File: config.mk
export PLATFORM = sky130hd
export DESIGN_NAME = regfile_wb_arbiter_flat
export DESIGN_NICKNAME = d
export VERILOG_FILES = /design/src/rtl/regfile_wb_arbiter_if.sv /design/src/rtl/regfile_wb_arbiter.sv /design/src/flat_wrapper.sv
export SDC_FILE = /design/constraint.sdc
export NUM_CORES = 1
export LEC_CHECK = 0
export ABC_AREA = 0
export CAP_MARGIN = 0
export CORE_MARGIN = 8
export CORE_UTILIZATION = 37
export CTS_CLUSTER_DIAMETER = 150
export DETAILED_ROUTE_END_ITERATION = 8
export PLACE_DENSITY = 0.8
export SLEW_MARGIN = 30
export SYNTH_ARGS = -nofsm -noshare
export SYNTH_HDL_FRONTEND = slang
export SYNTH_SLANG_ARGS = --single-unit
export TNS_END_PERCENT = 20
File: constraint.sdc
create_clock -name clk -period 2.45 [get_ports clk]
set_input_delay 0.735 -clock clk [delete_from_list [all_inputs] [get_ports clk]]
set_output_delay 0.735 -clock clk [all_outputs]
set_load 0.03 [all_outputs]
File: src/rtl/regfile_wb_arbiter_if.sv
// Write-back bus between the two requesters, the register file and decode.
// WB_FWD_EN adds the forwarding outputs.
interface regfile_wb_arbiter_if #(
   parameter int DATA_W = 32,
   parameter int ADDR_W = 5
);
   logic              a_valid;
   logic [ADDR_W-1:0] a_addr;
   logic [DATA_W-1:0] a_data;
   logic              a_ready;
   logic              b_valid;
   logic [ADDR_W-1:0] b_addr;
   logic [DATA_W-1:0] b_data;
   logic              b_ready;
   logic              rf_we;
   logic [ADDR_W-1:0] rf_waddr;
   logic [DATA_W-1:0] rf_wdata;
   logic [ADDR_W-1:0] chk_addr1;
   logic [ADDR_W-1:0] chk_addr2;
   logic              hazard;
   logic [7:0]        drop_cnt;
`ifdef WB_FWD_EN
   logic              fwd_hit1;
   logic              fwd_hit2;
   logic [DATA_W-1:0] fwd_data1;
   logic [DATA_W-1:0] fwd_data2;
`endif

   modport master (
      output a_valid, a_addr, a_data,
      output b_valid, b_addr, b_data,
      output chk_addr1, chk_addr2,
      input  a_ready, b_ready,
      input  rf_we, rf_waddr, rf_wdata,
      input  hazard, drop_cnt
`ifdef WB_FWD_EN
      , input fwd_hit1, fwd_hit2
      , input fwd_data1, fwd_data2
`endif
   );

   modport slave (
      input  a_valid, a_addr, a_data,
      input  b_valid, b_addr, b_data,
      input  chk_addr1, chk_addr2,
      output a_ready, b_ready,
      output rf_we, rf_waddr, rf_wdata,
      output hazard, drop_cnt
`ifdef WB_FWD_EN
      , output fwd_hit1, fwd_hit2
      , output fwd_data1, fwd_data2
`endif
   );
endinterface

File: src/rtl/regfile_wb_arbiter.sv
// Fixed-priority register-file write-port arbiter with starvation guard.
// Optional WB_FWD_EN: forward the in-flight write to decode instead of stalling.
module regfile_wb_arbiter #(
   parameter int DATA_W     = 32,
   parameter int ADDR_W     = 5,
   parameter int STARVE_MAX = 3
) (
   input logic                 clk,
   input logic                 rst,
   regfile_wb_arbiter_if.slave bus
);
   localparam logic [3:0] SMAX = 4'(STARVE_MAX);

   logic [3:0]        starve_q, starve_d;
   logic              we_q, we_d;
   logic [ADDR_W-1:0] waddr_q, waddr_d;
   logic [DATA_W-1:0] wdata_q, wdata_d;
   logic [7:0]        drop_q, drop_d;

   logic              b_win, a_gnt, b_gnt, gnt;
   logic [ADDR_W-1:0] g_addr;
   logic [DATA_W-1:0] g_data;

   // B takes the port when alone or once it has waited STARVE_MAX cycles
   assign b_win = bus.b_valid
               && (!bus.a_valid || starve_q == SMAX);
   assign a_gnt = !rst && bus.a_valid && !b_win;
   assign b_gnt = !rst && b_win;
   assign gnt   = a_gnt || b_gnt;
   assign g_addr = b_gnt ? bus.b_addr : bus.a_addr;
   assign g_data = b_gnt ? bus.b_data : bus.a_data;

   assign bus.a_ready  = a_gnt;
   assign bus.b_ready  = b_gnt;
   assign bus.rf_we    = we_q;
   assign bus.rf_waddr = waddr_q;
   assign bus.rf_wdata = wdata_q;
   assign bus.drop_cnt = drop_q;

   always_comb begin
      starve_d = 4'd0;
      if (bus.b_valid && !b_gnt)
         starve_d = (starve_q == SMAX) ? SMAX
                                        : starve_q + 4'd1;
   end

   always_comb begin
      we_d    = gnt && (g_addr != '0);
      waddr_d = we_d ? g_addr : waddr_q;
      wdata_d = we_d ? g_data : wdata_q;
      drop_d  = drop_q;
      if (gnt && g_addr == '0 && drop_q != 8'hFF)
         drop_d = drop_q + 8'd1;
   end

   always_ff @(posedge clk) begin
      if (rst) begin
         starve_q <= 4'd0;
         we_q     <= 1'b0;
         waddr_q  <= '0;
         wdata_q  <= '0;
         drop_q   <= 8'd0;
      end else begin
         starve_q <= starve_d;
         we_q     <= we_d;
         waddr_q  <= waddr_d;
         wdata_q  <= wdata_d;
         drop_q   <= drop_d;
      end
   end

   logic pend1, pend2, fly1, fly2;

   always_comb begin
      pend1 = 1'b0;
      pend2 = 1'b0;
      fly1  = 1'b0;
      fly2  = 1'b0;
      if (bus.chk_addr1 != '0) begin
         pend1 = (bus.a_valid && bus.a_addr == bus.chk_addr1)
              || (bus.b_valid && bus.b_addr == bus.chk_addr1);
         fly1  = we_q && waddr_q == bus.chk_addr1;
      end
      if (bus.chk_addr2 != '0) begin
         pend2 = (bus.a_valid && bus.a_addr == bus.chk_addr2)
              || (bus.b_valid && bus.b_addr == bus.chk_addr2);
         fly2  = we_q && waddr_q == bus.chk_addr2;
      end
   end

`ifdef WB_FWD_EN
   assign bus.hazard    = pend1 || pend2;
   assign bus.fwd_hit1  = fly1;
   assign bus.fwd_hit2  = fly2;
   assign bus.fwd_data1 = wdata_q;
   assign bus.fwd_data2 = wdata_q;
`else
   assign bus.hazard = pend1 || pend2 || fly1 || fly2;
`endif
endmodule

File: src/flat_wrapper.sv
// flat-port wrapper written by rule: the top's interface ports become plain ports
module regfile_wb_arbiter_flat 
#(
   parameter int DATA_W     = 32,
   parameter int ADDR_W     = 5,
   parameter int STARVE_MAX = 3
)
  (clk, rst, bus_a_valid, bus_a_addr, bus_a_data, bus_b_valid, bus_b_addr, bus_b_data, bus_chk_addr1, bus_chk_addr2, bus_a_ready, bus_b_ready, bus_rf_we, bus_rf_waddr, bus_rf_wdata, bus_hazard, bus_drop_cnt);
  regfile_wb_arbiter_if #(.DATA_W(DATA_W), .ADDR_W(ADDR_W)) bus_i ();
  input logic clk;
  input logic rst;
  input wire logic [$bits(bus_i.a_valid)-1:0] bus_a_valid;
  input wire logic [$bits(bus_i.a_addr)-1:0] bus_a_addr;
  input wire logic [$bits(bus_i.a_data)-1:0] bus_a_data;
  input wire logic [$bits(bus_i.b_valid)-1:0] bus_b_valid;
  input wire logic [$bits(bus_i.b_addr)-1:0] bus_b_addr;
  input wire logic [$bits(bus_i.b_data)-1:0] bus_b_data;
  input wire logic [$bits(bus_i.chk_addr1)-1:0] bus_chk_addr1;
  input wire logic [$bits(bus_i.chk_addr2)-1:0] bus_chk_addr2;
  output wire logic [$bits(bus_i.a_ready)-1:0] bus_a_ready;
  output wire logic [$bits(bus_i.b_ready)-1:0] bus_b_ready;
  output wire logic [$bits(bus_i.rf_we)-1:0] bus_rf_we;
  output wire logic [$bits(bus_i.rf_waddr)-1:0] bus_rf_waddr;
  output wire logic [$bits(bus_i.rf_wdata)-1:0] bus_rf_wdata;
  output wire logic [$bits(bus_i.hazard)-1:0] bus_hazard;
  output wire logic [$bits(bus_i.drop_cnt)-1:0] bus_drop_cnt;
  assign bus_i.a_valid = bus_a_valid;
  assign bus_i.a_addr = bus_a_addr;
  assign bus_i.a_data = bus_a_data;
  assign bus_i.b_valid = bus_b_valid;
  assign bus_i.b_addr = bus_b_addr;
  assign bus_i.b_data = bus_b_data;
  assign bus_i.chk_addr1 = bus_chk_addr1;
  assign bus_i.chk_addr2 = bus_chk_addr2;
  assign bus_a_ready = bus_i.a_ready;
  assign bus_b_ready = bus_i.b_ready;
  assign bus_rf_we = bus_i.rf_we;
  assign bus_rf_waddr = bus_i.rf_waddr;
  assign bus_rf_wdata = bus_i.rf_wdata;
  assign bus_hazard = bus_i.hazard;
  assign bus_drop_cnt = bus_i.drop_cnt;
  regfile_wb_arbiter #(.DATA_W(DATA_W), .ADDR_W(ADDR_W), .STARVE_MAX(STARVE_MAX)) u_core (.clk(clk), .rst(rst), .bus(bus_i));
endmodule
Word-level counts from Yosys, hierarchy flattened
Cells that the tools add are included.
{ "classes": {"mux": 7, "n_addsub": 2, "eq_ne": 8, "n_reduce_logical": 31, "bitwise": 1} }
{ "ops": {"columns": ["cell", "n"], "rows": [
  ["two-way mux 32 bit", 1],
  ["== test 5 bit", 6],
  ["nonzero test 5 bit", 3],
  ["logical AND 1 bit", 14],
  ["adder 8 x 1 -> 8 bit (second input constant)", 1],
  ["inequality test 8 bit (second input constant)", 1],
  ["logical OR 1 bit", 7],
  ["logical NOT 5 bit", 1],
  ["two-way mux 5 bit", 1],
  ["adder 4 x 1 -> 4 bit (second input constant)", 1],
  ["== test 4 x 2 -> 1 bit (second input constant)", 1],
  ["logical NOT 1 bit", 4],
  ["two-way mux 1 bit", 4],
  ["OR reduction 3 bit", 1],
  ["two-way mux 2 bit", 1],
  ["OR reduction 2 bit", 1],
  ["NOT 1 bit", 1]
]} }
{ "totals": {"output_inout_bits": 49, "regBits": 50, "input_bits": 88} }

Depth between registers and ports, before layout
Gate-level depths: netlist of run 1.
{ "logic_depth": {"ltp_word": 8, "mapped_depth": 8, "depth_no_buf": 6} }

Worst setup path after synthesis of run 1
Ideal clock, no wire load.
{ "synth_path": {"path_type": "input -> output", "start": "input port bus_chk_addr1[4]", "end": "output port bus_hazard", "required_time_ps": 1715, "path_buffers": 0, "slack_ps": -201, "arrival_ps": 1916, "stages": 5, "path_cell_list": "xor2_1 nor4_1 nand3_1 and3_1 o22ai_1"} }
{ "synth_between": {"elab_chain_len": 7} }
{ "synth_lines": {"columns": ["item", "line", "source"], "rows": [
  ["from (decl)", "flat_wrapper.sv:18", "input wire logic [$bits(bus_i.chk_addr1)-1:0] bus_chk_addr1;"],
  ["== test 5 bit, on equally long branches", "regfile_wb_arbiter.sv:80, regfile_wb_arbiter.sv:81", null],
  ["logical AND 1 bit, on equally long branches", "regfile_wb_arbiter.sv:80, regfile_wb_arbiter.sv:81", null],
  ["logical OR 1 bit", "regfile_wb_arbiter.sv:81", "|| (bus.b_valid && bus.b_addr == bus.chk_addr1);"],
  ["two-way mux 1 bit", "regfile_wb_arbiter.sv:79", "if (bus.chk_addr1 != '0) begin"],
  ["logical OR 1 bit", "regfile_wb_arbiter.sv:98", "assign bus.hazard = pend1 || pend2 || fly1 || fly2;"],
  ["logical OR 1 bit * (2 in series)", "regfile_wb_arbiter.sv:98", null],
  ["to (decl)", "flat_wrapper.sv:25", "output wire logic [$bits(bus_i.hazard)-1:0] bus_hazard;"]
]} }
Mark *: on every way between the ends. The rest lies on a longest branch, timed or not.

Worst setup path in the final report of run 1
{ "layout_path": {"start": "input port bus_chk_addr2[1]", "end": "output port bus_hazard"} }
{ "layout_between": {"elab_chain_len": 7} }
{ "layout_lines": {"columns": ["item", "line", "source"], "rows": [
  ["from (decl)", "flat_wrapper.sv:19", "input wire logic [$bits(bus_i.chk_addr2)-1:0] bus_chk_addr2;"],
  ["== test 5 bit, on equally long branches", "regfile_wb_arbiter.sv:85, regfile_wb_arbiter.sv:86", null],
  ["logical AND 1 bit, on equally long branches", "regfile_wb_arbiter.sv:85, regfile_wb_arbiter.sv:86", null],
  ["logical OR 1 bit", "regfile_wb_arbiter.sv:86", "|| (bus.b_valid && bus.b_addr == bus.chk_addr2);"],
  ["two-way mux 1 bit", "regfile_wb_arbiter.sv:84", "if (bus.chk_addr2 != '0) begin"],
  ["logical OR 1 bit (2 in series)", "regfile_wb_arbiter.sv:98", null],
  ["logical OR 1 bit *", "regfile_wb_arbiter.sv:98", null]
]} }
Marks and branches as above.

==> results of run 1 <==
worst paths after layout:
path                                       from                                   to  slack, ps  cells after the start
setup / recovery               bus_chk_addr2[1]                           bus_hazard       -180                      7
hold / removal    u_core.starve_q[0]$_SDFF_PP0_        u_core.starve_q[0]$_SDFF_PP0_        460                      1
setup reg to reg  u_core.starve_q[0]$_SDFF_PP0_  u_core.bus.drop_cnt[3]$_SDFFE_PP0P_        190                      6
hold reg to reg   u_core.starve_q[0]$_SDFF_PP0_        u_core.starve_q[0]$_SDFF_PP0_        460                      1
cell type report:
type,count,share of cell area
multi-input cells,219,0.395
repair buffers,162,0.336
inverters,6,0.00479
well taps,102,0.0272
clock buffers,6,0.0154
flip-flops and latches,50,0.214
clock inverters,2,0.00799
cell families (layout without fill, tap and decap cells):
group / count (synthesis) / in the layout / synth area share
buf+inv: 25 / 176 / 0.0493
simple gates: 87 / 87 / 0.146
xor+xnor: 32 / 32 / 0.0968
flops: 50 / 50 / 0.346
mux: 40 / 40 / 0.140
fa+ha+maj: 2 / 2 / 0.00865
compound gates: 58 / 58 / 0.214
placed cells by master, fill, tap and decap left out, types with 5 or more instances in the layout:
cell type	n
clkdlybuf4s50_1	110
nand3_1	9
clkbuf_8	5
mux2i_1	37
nor2_1	43
buf_6	11
a211oi_2	35
a21oi_1	7
xor2_1	23
dfxtp_1	48
inv_1	6
buf_2	8
xnor2_1	7
o21ai_0	5
buf_4	22
worst reg2reg max path, delay by kind of cell, from the launching register on:
kind	cells	cell delay [ps]
multiplexers	1	340
AND/OR/NAND/NOR	2	640
AO/OA/AOI/OAI	2	650
adder cells (fa/ha/maj)	1	150
flip-flops	1	380
state kept, by name, summed over array words and instances, names as in the netlist:
| name | count |
|---|---|
| u_core.starve_q | 4 |
| u_core.bus.drop_cnt | 8 |
| u_core.bus.rf_we | 1 |
| u_core.bus.rf_waddr | 5 |
| u_core.bus.rf_wdata | 32 |
cell usage after synthesis (all sizes together):
cell    number  area (sq um)
a211oi      35           438
o21bai       1          7.51
nor4         6          37.5
nand2        4          15.0
a21oi        8          43.8
and2         1          6.26
nand2b       1          6.26
o41ai        1          8.76
or3b         1          11.3
o32ai        1          16.3
nor3         1          5.00
o211a        1          10.0
xor2        25           219
mux2i       37           370
nand4        4          25.0
o41a         1          21.3
dfxtp       50          1000
o21ai        5          25.0
o22ai        1          6.26
clkbuf       7          26.3
a2111o       1          11.3
nand3        9          45.0
nor2        45           169
buf         12          93.8
mux2         3          33.8
nor2b        2          12.5
or3          3          18.8
a311oi       1          8.76
or4          4          33.8
inv          6          22.5
and3         6          37.5
xnor2        7          61.3
ha           2          25.0
o221a        1          11.3
o311a        1          10.0
what timing repair did:
item / 4_1_cts / 5_1_grt
buffers inserted: 1 / 0
gates resized for setup: 100 / 13
setup endpoints to repair: 47 / 6
pin swaps: 19 / 9
power breakdown:
group | switching [mW] | internal, mW | total, mW
logic | 0.342 | 0.348 | 0.690
clock network | 0.270 | 0.305 | 0.575
registers | 0.0341 | 0.864 | 0.898
metrics by stage:
step	TNS, ps	setup WS, ps	util	power [mW]
floorplan	-45.9	-25.6	-	1.26
global placement	-23920	-780	0.589	1.59
detailed placement	-24390	-766	0.589	1.60
CTS	-217	-199	0.608	2.19
global route	-343	-226	0.615	2.28
finish	-185	-177	0.615	2.16
layer usage:
layer	vias to the layer above	GRT usage
li1	1363	-
met1	1305	0.171
met2	94	0.290
met3	12	0.0489
met4	0	0.0517
met5	-	0
==> results.sh, run 1 <==
export IMPL_status="complete, but fails checks"
export IMPL_violations="setup timing"
export IMPL_endpoint_kind="output port"
export IMPL_wl_met2_um=4540
export IMPL_dr_total_vias=2774
export IMPL_cp_slowest_cell="nor4_2"
export IMPL_dpl_cell_area_sq_mm=0.00451
export IMPL_worstMarginPinSlew_ps=422
export IMPL_crit_path_max_incr_delay_ps=310
export IMPL_grt_total_usage=0.160
export IMPL_fmax_mhz=381
export IMPL_dp_hpwl_um=7110
export IMPL_start_kind="primary input"
export IMPL_ys_ff_latch=50
export IMPL_post_route_period_util=1.07
export IMPL_setup_slack_ps=-177
export IMPL_post_route_drc_count=0
export IMPL_die_h_um=104
export IMPL_met1Wirelength_um=3520
export IMPL_root_buffer="clkbuf_8"
export IMPL_final_max_slew_viol_count=0
export IMPL_path_cells="buf_2 -> xor2_1 -> nor4_2 -> nand3_1 -> and3_4 -> o22ai_4 -> buf_6"
export IMPL_clk_pin_slew_ps=90
export IMPL_cts_tree="yes"
export IMPL_grt_remaining_overflow=0
export IMPL_die_area_sq_mm=0.0109
export IMPL_totalWireLength_um=8840
export IMPL_ys_seq_area_frac=0.346
export IMPL_slew_headroom=0.719
export IMPL_antenna_cells=0
export IMPL_dr_pass1_iters=4
export IMPL_skew_ps=4.93
export IMPL_flow_area_growth_from_synthesis_pct=62.4
export IMPL_antenna_found_initial=0
export IMPL_dr_max_layer_used="met4"
export IMPL_hold_violations=0
export IMPL_place_inst=538
export IMPL_synthCells=294
export IMPL_met3RoutedLength_um=641
export IMPL_synth_area_per_cell_sq_um=9.84
export IMPL_cp_buffers_inverters=2
export IMPL_grt_setup_unrepaired="yes"
export IMPL_io_pins=137
export IMPL_power_density_mw_per_mm2=460
export IMPL_multi_input_area_sq_mm=0.00186
export IMPL_clk_path_buf_depth=2
export IMPL_start_util=0.378
export IMPL_min_path_type="flip-flop to flip-flop"
export IMPL_cp_arrival_ps=1890
export IMPL_core_area_sq_mm=0.00765
export IMPL_maxCapViolCount=0
export IMPL_post_route_cell_area_sq_mm=0.00470
export IMPL_placementRows=32
export IMPL_ys_warn_count=0
export IMPL_grt_max_degree=37
export IMPL_n_fill_cell=646
export IMPL_whs_ps=461
export IMPL_crit_family="simple AND/OR/NAND/NOR gates"
export IMPL_synth_nets=384
export IMPL_grt_pass1_wl_um=14600
export IMPL_cts_sinks=50
export IMPL_fin_cells=547
export IMPL_dieWidth_um=104
export IMPL_cp_required_ps=1710
export IMPL_grt_pass1_vias=2920
export IMPL_cts_buffers=5
export IMPL_fin_nets=534
export IMPL_ant_nets=0
export IMPL_ir_worst_vdd_v=0.000273
export IMPL_path_class="primary input to output port"
export IMPL_clk_latency_ps=300
export IMPL_io_buffers=136
export IMPL_wire_per_inst_um=16.2
export IMPL_viasPerCell=5.07
export IMPL_syn_area_sq_mm=0.00289
export IMPL_drive_gt1_frac=0.256
export IMPL_p_leak_nw=1.71
export IMPL_finalSetupViolCount=2
export IMPL_crit_fanout=4
export IMPL_synth_distinct_cells=40
export IMPL_h_tree_depth=2
export IMPL_ff_latch_area_sq_mm=0.00100
export IMPL_postCtsHoldBufs=0
export IMPL_drt_iter0_markers=98
export IMPL_globalplace_congestion=0.888
export IMPL_min_period_ps=2630
No activity file was read; power rests on OpenSTA's default activity.
==> run 2, diff against run 1 <==
--- a/config.mk
+++ b/config.mk
@@ -12,7 +12,6 @@
 export CTS_CLUSTER_DIAMETER = 150
 export DETAILED_ROUTE_END_ITERATION = 8
 export PLACE_DENSITY = 0.8
-export SLEW_MARGIN = 30
 export SYNTH_ARGS = -nofsm -noshare
 export SYNTH_HDL_FRONTEND = slang
 export SYNTH_SLANG_ARGS = --single-unit
==> results of run 2 <==
No change in the layout: final DEF, timing and power equal those of run 1.
==> run 3, diff against run 2 <==
--- a/config.mk
+++ b/config.mk
@@ -11,7 +11,8 @@
 export CORE_UTILIZATION = 37
 export CTS_CLUSTER_DIAMETER = 150
 export DETAILED_ROUTE_END_ITERATION = 8
-export PLACE_DENSITY = 0.8
+export HOLD_SLACK_MARGIN = 0.15
+export PLACE_DENSITY = 0.75
 export SYNTH_ARGS = -nofsm -noshare
 export SYNTH_HDL_FRONTEND = slang
 export SYNTH_SLANG_ARGS = --single-unit
==> run 3 against run 2 <==
Effect of this change:
- the flow still finishes with violations (setup timing)
- total power rose by 1.5%
- sequential share of layout area is 0.48 points lower
- worst setup slack worse by 67 ps
- first-iteration DRC count is 47% lower
- non-clock buffer count is 7 higher
- largest power group unchanged
- global-route usage rose by 0.64 points
- clock-buffer cell count is the same
- critical endpoint unchanged
- via count down 0.65%
- sequential power barely moved
- flip-flop and latch count did not move
- clock power rose by 3%
- largest cell class unchanged
- hold slack worse by 33 ps
==> results.sh, run 3 (synthesized netlist as in run 1, its figures left out) <==
export IMPL_status="complete, but fails checks"
export IMPL_violations="setup timing"
export IMPL_skew_ps=5.87
export IMPL_start_util=0.378
export IMPL_clk_latency_ps=290
export IMPL_final_max_slew_viol_count=0
export IMPL_hold_violations=0
export IMPL_dr_pass1_iters=4
export IMPL_fin_nets=541
export IMPL_final_cell_mix="110 x clkdlybuf4s50_1, 49 x dfxtp_1, 43 x nor2_1, 37 x mux2i_1, 35 x a211oi_2"
export IMPL_dp_hpwl_um=7260
export IMPL_min_to="u_core.starve_q[0]$_SDFF_PP0_"
export IMPL_dr_max_layer_used="met4"
export IMPL_min_delay_path_depth=1
export IMPL_r2r_end="u_core.bus.drop_cnt[3]$_SDFFE_PP0P_"
export IMPL_setup_slack_ps=-244
export IMPL_start_kind="primary input"
export IMPL_path_cells="buf_8 -> buf_6 -> xor2_1 -> nor4_1 -> nand3_1 -> and3_4 -> o22ai_4 -> buf_6"
export IMPL_grt_setup_unrepaired="yes"
export IMPL_grt_pass1_wl_um=15300
export IMPL_slew_headroom=0.709
export IMPL_post_route_period_util=1.10
export IMPL_place_ws_ps=-773
export IMPL_cp_slowest_cell="nor4_1"
export IMPL_clk_path_buf_depth=2
export IMPL_ant_nets=0
export IMPL_grt_total_usage=0.166
export IMPL_crit_fanout=3
export IMPL_cts_sinks=50
export IMPL_io_pins=137
export IMPL_dr_total_vias=2756
export IMPL_ir_worst_vdd_v=0.000297
export IMPL_power_share_clock=0.268
export IMPL_cp_common_cell="buf_6"
export IMPL_critical_path_startpoint="bus_chk_addr2[3]"
export IMPL_p_comb_frac=0.322
export IMPL_h_tree_depth=2
export IMPL_cts_buffers=5
export IMPL_die_h_um=104
export IMPL_drive_gt1_frac=0.266
export IMPL_placementRows=32
export IMPL_switching_share=0.292
export IMPL_finalSetupViolCount=1
export IMPL_reg2regPathDepth=6
export IMPL_dpl_cell_area_sq_mm=0.00459
export IMPL_endpoint_kind="output port"
export IMPL_switchingPower_uw=642
export IMPL_final_common_cell="clkdlybuf4s50_1"
export IMPL_crit_family="simple AND/OR/NAND/NOR gates"
export IMPL_min_path_type="flip-flop to flip-flop"
export IMPL_met1Wirelength_um=3880
export IMPL_grt_max_degree=31
export IMPL_clk_pin_slew_ps=80
export IMPL_totalWireLength_um=9040
export IMPL_wl_met2_um=4570
export IMPL_p_leak_nw=1.77
export IMPL_fmax_mhz=371
export IMPL_cts_tree="yes"
export IMPL_internal_power_mw=1.55
export IMPL_root_buffer="clkbuf_8"
export IMPL_hp_start="u_core.starve_q[0]$_SDFF_PP0_"
export IMPL_met3RoutedLength_um=487
export IMPL_die_area_sq_mm=0.0109
export IMPL_antenna_cells=0
export IMPL_antenna_found_initial=0
export IMPL_power_density_mw_per_mm2=457
export IMPL_drt_iter0_markers=52
export IMPL_grt_pass1_vias=3083
export IMPL_core_area_sq_mm=0.00765
export IMPL_r2r_start="u_core.starve_q[0]$_SDFF_PP0_"
export IMPL_grt_remaining_overflow=0
export IMPL_flow_area_growth_from_synthesis_pct=65.9
export IMPL_worstMarginPinSlew_ps=430
export IMPL_regToRegSetupSlack_ps=170
export IMPL_io_buffers=136
export IMPL_path_class="primary input to output port"
export IMPL_cp_arrival_ps=1960
export IMPL_globalplace_congestion=0.833
export IMPL_largest_register_ffs=32
export IMPL_viasPerCell=4.98
export IMPL_pwr_share_seq=0.410
export IMPL_crit_path_max_incr_delay_ps=290
export IMPL_post_route_cell_area_sq_mm=0.00480
export IMPL_min_period_ps=2690
export IMPL_cp_buffers_inverters=3
export IMPL_cp_required_ps=1710
export IMPL_maxCapViolCount=0
export IMPL_wire_per_inst_um=16.3
export IMPL_dieWidth_um=104
export IMPL_post_route_drc_count=0
## run 3: how the worst max path moves through the flow
stage | slack, ps | to | cells after the start
global placement | -740 | bus_hazard | 7
floorplan | -30 | u_core.bus.drop_cnt[3]$_SDFFE_PP0P_ | 5
detailed placement | -770 | bus_hazard | 7
finish | -240 | bus_hazard | 8
global route | -300 | bus_hazard | 7
CTS | -190 | bus_hazard | 7
## run 3: area by class of cell
cell class	instances	area (sq um)
fillers	641	2850
multi-input cells	219	1850
repair buffers	169	1680
flip-flops and latches	50	1000
well taps	102	128
clock buffers	6	82.6
clock inverters	1	30.0
inverters	6	22.5
## run 3: repair_timing
| action | CTS | global route |
|---|---|---|
| pin swaps | 20 | 6 |
| endpoints found under the setup margin | 48 | 5 |
| setup buffers | 2 | 0 |
| gates resized for setup | 104 | 13 |
| hold buffers | 0 | 0 |
## run 3: power by group through the flow
stage | clock network [mW] | registers [mW] | logic, mW
after floorplan | 0 | 1.01 | 0.251
after global placement | 0 | 0.917 | 0.688
after detailed placement | 0 | 0.919 | 0.695
after CTS | 0.614 | 0.901 | 0.704
after global routing | 0.647 | 0.908 | 0.754
final | 0.590 | 0.900 | 0.706
## run 3: metal layers
metal	vias to the layer above	GRT usage
met2	82	0.298
met5	-	0
li1	1375	-
met1	1291	0.186
met3	8	0.0458
met4	0	0.0455
## run 3: through the flow
stage / instances / TNS, ps / total power, mW / hold slack (ps) / utilization
after floorplan: 294 / -45.9 / 1.26 / 418 / -
after global placement: 544 / -24060 / 1.61 / 432 / 0.600
after detailed placement: 544 / -25000 / 1.61 / 451 / 0.600
after CTS: 553 / -194 / 2.22 / 430 / 0.622
after global routing: 553 / -351 / 2.31 / 460 / 0.628
final: 553 / -244 / 2.20 / 427 / 0.628
